`src/rtl/mem_port_arbiter.sv`:
```
// Shares one cacheline adaptor port between the I-cache and the D-cache.
// One line transaction at a time; ties alternate so neither side starves.
module mem_port_arbiter #(
    parameter int ADDR_WIDTH = 32,
    parameter int LINE_WIDTH = 256
) (
    input  logic                  clk,
    input  logic                  rst,
    input  logic                  i_read,
    input  logic [ADDR_WIDTH-1:0] i_addr,
    output logic [LINE_WIDTH-1:0] i_rdata,
    output logic                  i_resp,
    input  logic                  d_read,
    input  logic                  d_write,
    input  logic [ADDR_WIDTH-1:0] d_addr,
    input  logic [LINE_WIDTH-1:0] d_wdata,
    output logic [LINE_WIDTH-1:0] d_rdata,
    output logic                  d_resp,
    output logic                  pmem_read,
    output logic                  pmem_write,
    output logic [ADDR_WIDTH-1:0] pmem_addr,
    output logic [LINE_WIDTH-1:0] pmem_wdata,
    input  logic [LINE_WIDTH-1:0] pmem_rdata,
    input  logic                  pmem_resp,
    output logic [1:0]            owner
);

    typedef enum logic [1:0] {
        IDLE    = 2'b00,
        GRANT_I = 2'b01,
        GRANT_D = 2'b10
    } state_t;

    state_t                state_q, state_d;
    logic                  last_grant_q, last_grant_d;
    logic [ADDR_WIDTH-1:0] addr_q, addr_d;
    logic [LINE_WIDTH-1:0] wdata_q, wdata_d;
    logic                  write_q, write_d;
    logic                  d_req;
    logic                  pick_d;

    assign d_req  = d_read | d_write;
    // Data wins unless instr is also asking and data was served last.
    assign pick_d = d_req & (~i_read | ~last_grant_q);

    always_ff @(posedge clk or posedge rst) begin
        if (rst) begin
            state_q      <= IDLE;
            last_grant_q <= 1'b0;
            addr_q       <= '0;
            wdata_q      <= '0;
            write_q      <= 1'b0;
        end else begin
            state_q      <= state_d;
            last_grant_q <= last_grant_d;
            addr_q       <= addr_d;
            wdata_q      <= wdata_d;
            write_q      <= write_d;
        end
    end

    always_comb begin
        state_d      = state_q;
        last_grant_d = last_grant_q;
        addr_d       = addr_q;
        wdata_d      = wdata_q;
        write_d      = write_q;
        i_resp       = 1'b0;
        d_resp       = 1'b0;
        unique case (state_q)
            IDLE: begin
                if (pick_d) begin
                    state_d      = GRANT_D;
                    last_grant_d = 1'b1;
                    addr_d       = d_addr;
                    wdata_d      = d_wdata;
                    write_d      = d_write;
                end else if (i_read) begin
                    state_d      = GRANT_I;
                    last_grant_d = 1'b0;
                    addr_d       = i_addr;
                    write_d      = 1'b0;
                end
            end
            GRANT_I: begin
                if (pmem_resp) begin
                    i_resp  = 1'b1;
                    state_d = IDLE;
                end
            end
            GRANT_D: begin
                if (pmem_resp) begin
                    d_resp  = 1'b1;
                    state_d = IDLE;
                end
            end
            default: state_d = IDLE;
        endcase
    end

    assign pmem_read  = (state_q != IDLE) & ~write_q;
    assign pmem_write = (state_q != IDLE) & write_q;
    assign pmem_addr  = addr_q;
    assign pmem_wdata = wdata_q;
    assign i_rdata    = pmem_rdata;
    assign d_rdata    = pmem_rdata;
    assign owner      = state_q;

endmodule

```
`config.mk`:
```
export PLATFORM = sky130hd
export DESIGN_NAME = mem_port_arbiter
export DESIGN_NICKNAME = d
export VERILOG_FILES = /design/src/rtl/mem_port_arbiter.sv
export SDC_FILE = /design/constraint.sdc
export NUM_CORES = 1
export LEC_CHECK = 0
export CAP_MARGIN = 20
export CORE_AREA = 5 5 545 547
export CTS_CLUSTER_DIAMETER = 40
export CTS_CLUSTER_SIZE = 40
export DETAILED_ROUTE_END_ITERATION = 12
export DIE_AREA = 0 0 550 552
export SYNTH_ARGS = -nofsm -noshare
export SYNTH_HDL_FRONTEND = slang
export SYNTH_SLANG_ARGS = --single-unit
```
`constraint.sdc`:
```
create_clock -name clk -period 16.4 [get_ports clk]
set_clock_uncertainty 0.2 [all_clocks]
set_input_delay 4.92 -clock clk [delete_from_list [all_inputs] [get_ports clk]]
set_output_delay 4.92 -clock clk [all_outputs]
set_load 0.02 [all_outputs]
```
==> out/qor.txt <==
Outcome -> finished clean
DRT antenna net count -> 0
Post-CTS sizing -> 0
Gr busiest metal -> met2
Met2 Usage GRT -> 16.03%
Clock tree buffer depth -> 3
Setup violators final -> 0
Hold path cells -> 2
RSZ-0062 raised after global routing -> false
Post-synth ARST share -> 100.0%
Static Leakage -> 0.009164 uW
Max Clk Rate -> 85.06 MHz
DRC viols -> 0
Mapped Cells -> 1,218
Largest cells by area after synthesis -> dfrtp_1 (45%), buf_4 (24%), mux2_4 (21%), buf_12 (2.7%), mux2i_1 (2.0%)
Post-synth top cells -> buf_4 (514), dfrtp_1 (292), mux2_4 (229)
Critical path type -> primary input to output pin
Worst setup SP type -> primary input
R2r setup slk -> 12.67 ns
Hold Crit Class -> flip-flop to flip-flop
Share of the synthesized area in the top cell type -> 45.01%
Hold_buf cts -> 0
Synth cell types -> 25
Clock transition at path regs -> 0.05 ns
Critical path startpoint -> pmem_resp
Peak supply drop -> 0.1939 mV
Tmin final -> 11.76 ns
Slew @ Worst Pin -> 0.9129 ns
CP max FO -> 3
Crit path DAT -> 6.64 ns
Cell with the most instances after synthesis -> buf_4
Fin util -> 8.673%
Dpl hpwl -> 147,300 um
Number of max-cap violations -> 0
Die height -> 552 um
FF+latch count, synth -> 292
Nets -> 1,942
Total power -> 5706 uW
CTS root buf -> clkbuf_16
DRT Pass-1 Iters -> 4
I/O Pins -> 1,388
Final Max Slew Viols -> 0
Setup TNS -> 0 ns
Core area -> 292,100 um2
Power Density -> 225.3 nW/um2
Clock Latency Late Sink -> 0.66 ns
Die Area -> 303,600 um2
Layout area overhead -> 56.03%
Via count -> 10,180
RD Place Congestion -> 0.8005
Die X -> 550 um
Largest net degree at the start of global routing -> 109
Max_slew headroom -> 39.14%
R2R depth -> 6
Number of global-route vias before repair -> 10,590
Post-synth top area cell -> dfrtp_1
Initial Utilization -> 5.559%
Sequential cell area fraction in the yosys report -> 45.01%
Hold Fails Final Rpt -> 0
IO Port Bufs -> 619
GRT Util Overall -> 10.11%
Num CTS Buffers -> 58
Aggregate global routing overflow -> 0
Syn_nets -> 1,803
Syn avg cell area -> 13.33 um2
Number of flops mapped to enable cells by yosys -> 0
Wirelength, routed -> 160,900 um
Hold_sp -> pmem_addr[0]
Synth Cell Area -> 16,240 um2
Fill cell total of the finished layout -> 33,620
FP Rows -> 199
Detailed Route Iter0 Violations -> 589
Critical Path End Type -> output pin
TritonCTS clock tree -> done
Clock sink count -> 292
Final period utilization -> 71.68%
Post-route insts no fill -> 5,387
RR Startpoint -> owner[0]
Synth warn -> 0
H-tree Lvls -> 2
Dpl cells -> 5,215
Vias per cell -> 1.890
Prevailing post-synth register cell -> dfrtp_1
First-pass GRT wire length -> 186,000 um
Met3 Track Usage GR -> 10.76%
Layout cell share with drive strength beyond 1 -> 27.08%
GRT met1 Usage -> 8.299%
# Post-CTS Setup Buffers -> 0
CP Data Required Time -> 11.28 ns
Initial antenna violation count -> 115
WL/cell -> 29.87 um
==> flip-flops by register name (all words and copies together) (netlist names) <==
signal / count
last_grant_q: 1
write_q: 1
pmem_addr: 32
owner: 2
pmem_wdata: 256
==> routing by layer <==
metal	up-vias	share of wire, %
li1	3926	-
met1	4690	28
met2	1233	44
met3	324	24
met4	8	3.9
met5	-	0.24
==> area by class of cell <==
cell class	count	area [um2]	area share (%)
flip-flops and latches	292	7307	28.85
repair buffers	630	6311	24.91
well taps	3919	4903	19.36
multi-input cells	372	4531	17.89
clock buffers	66	1563	6.169
clock inverters	44	545.5	2.154
diodes	61	152.6	0.6026
inverters	3	18.77	0.07409
==> power by group <==
group	switching, uW	total [uW]	internal (uW)
sequential	233	1330	1100
clock	473	1280	810
combinational	1750	3090	1340
total	2460	5710	3250
==> path summary, 6_finish.rpt <==
kind	endpoint
max	i_resp
min	pmem_addr[0]
min in group asynchronous	pmem_wdata[251]
max in group asynchronous	pmem_addr[15]
min reg2reg	pmem_addr[0]
max reg2reg	pmem_wdata[217]
==> metrics by stage <==
| stage | area [um2] | hold WS (ns) | setup WS, ns |
|---|---|---|---|
| after floorplan | 16240 | 0.2808 | 3.218 |
| after global placement | 23040 | 0.2640 | 4.479 |
| after detailed placement | 23040 | 0.2733 | 4.518 |
| after CTS | 25150 | 0.2893 | 4.505 |
| after global routing | 25190 | 0.3146 | 4.511 |
| final | 25330 | 0.2824 | 4.644 |
==> cells by family after synthesis <==
kind of cell,Yosys count,share of synthesized area (%)
buffers and inverters,554,27.25
DFF,292,45.01
muxes,289,25.08
and+or+nand+nor,42,1.071
AOI/OAI and AO/OA,38,1.356
adders and majority gates,3,0.2312
==> layout by cell type (no fill, tap or decap), drive strengths merged <==
| cell | count |
|---|---|
| clkbuf | 66 |
| o2bb2ai | 1 |
| and2 | 3 |
| ha | 3 |
| diode | 61 |
| clkinv | 17 |
| mux2i | 33 |
| buf | 11 |
| mux2 | 256 |
| o31ai | 1 |
| o21ai | 32 |
| a2bb2oi | 1 |
| nor2 | 1 |
| dfrtp | 292 |
| nor2b | 2 |
| clkinvlp | 3 |
| bufinv | 7 |
| nand2 | 35 |
| a21oi | 1 |
| clkdlybuf4s50 | 619 |
| inv | 20 |
| nor3 | 1 |
| o32ai | 1 |
| a22o | 1 |
==> critical path, cell delays in order <==
cell	delay [ns]
clkdlybuf4s50_1	0.86
and2_1	0.23
clkdlybuf4s50_1	0.61
No activity file was read; power rests on OpenSTA's default activity.
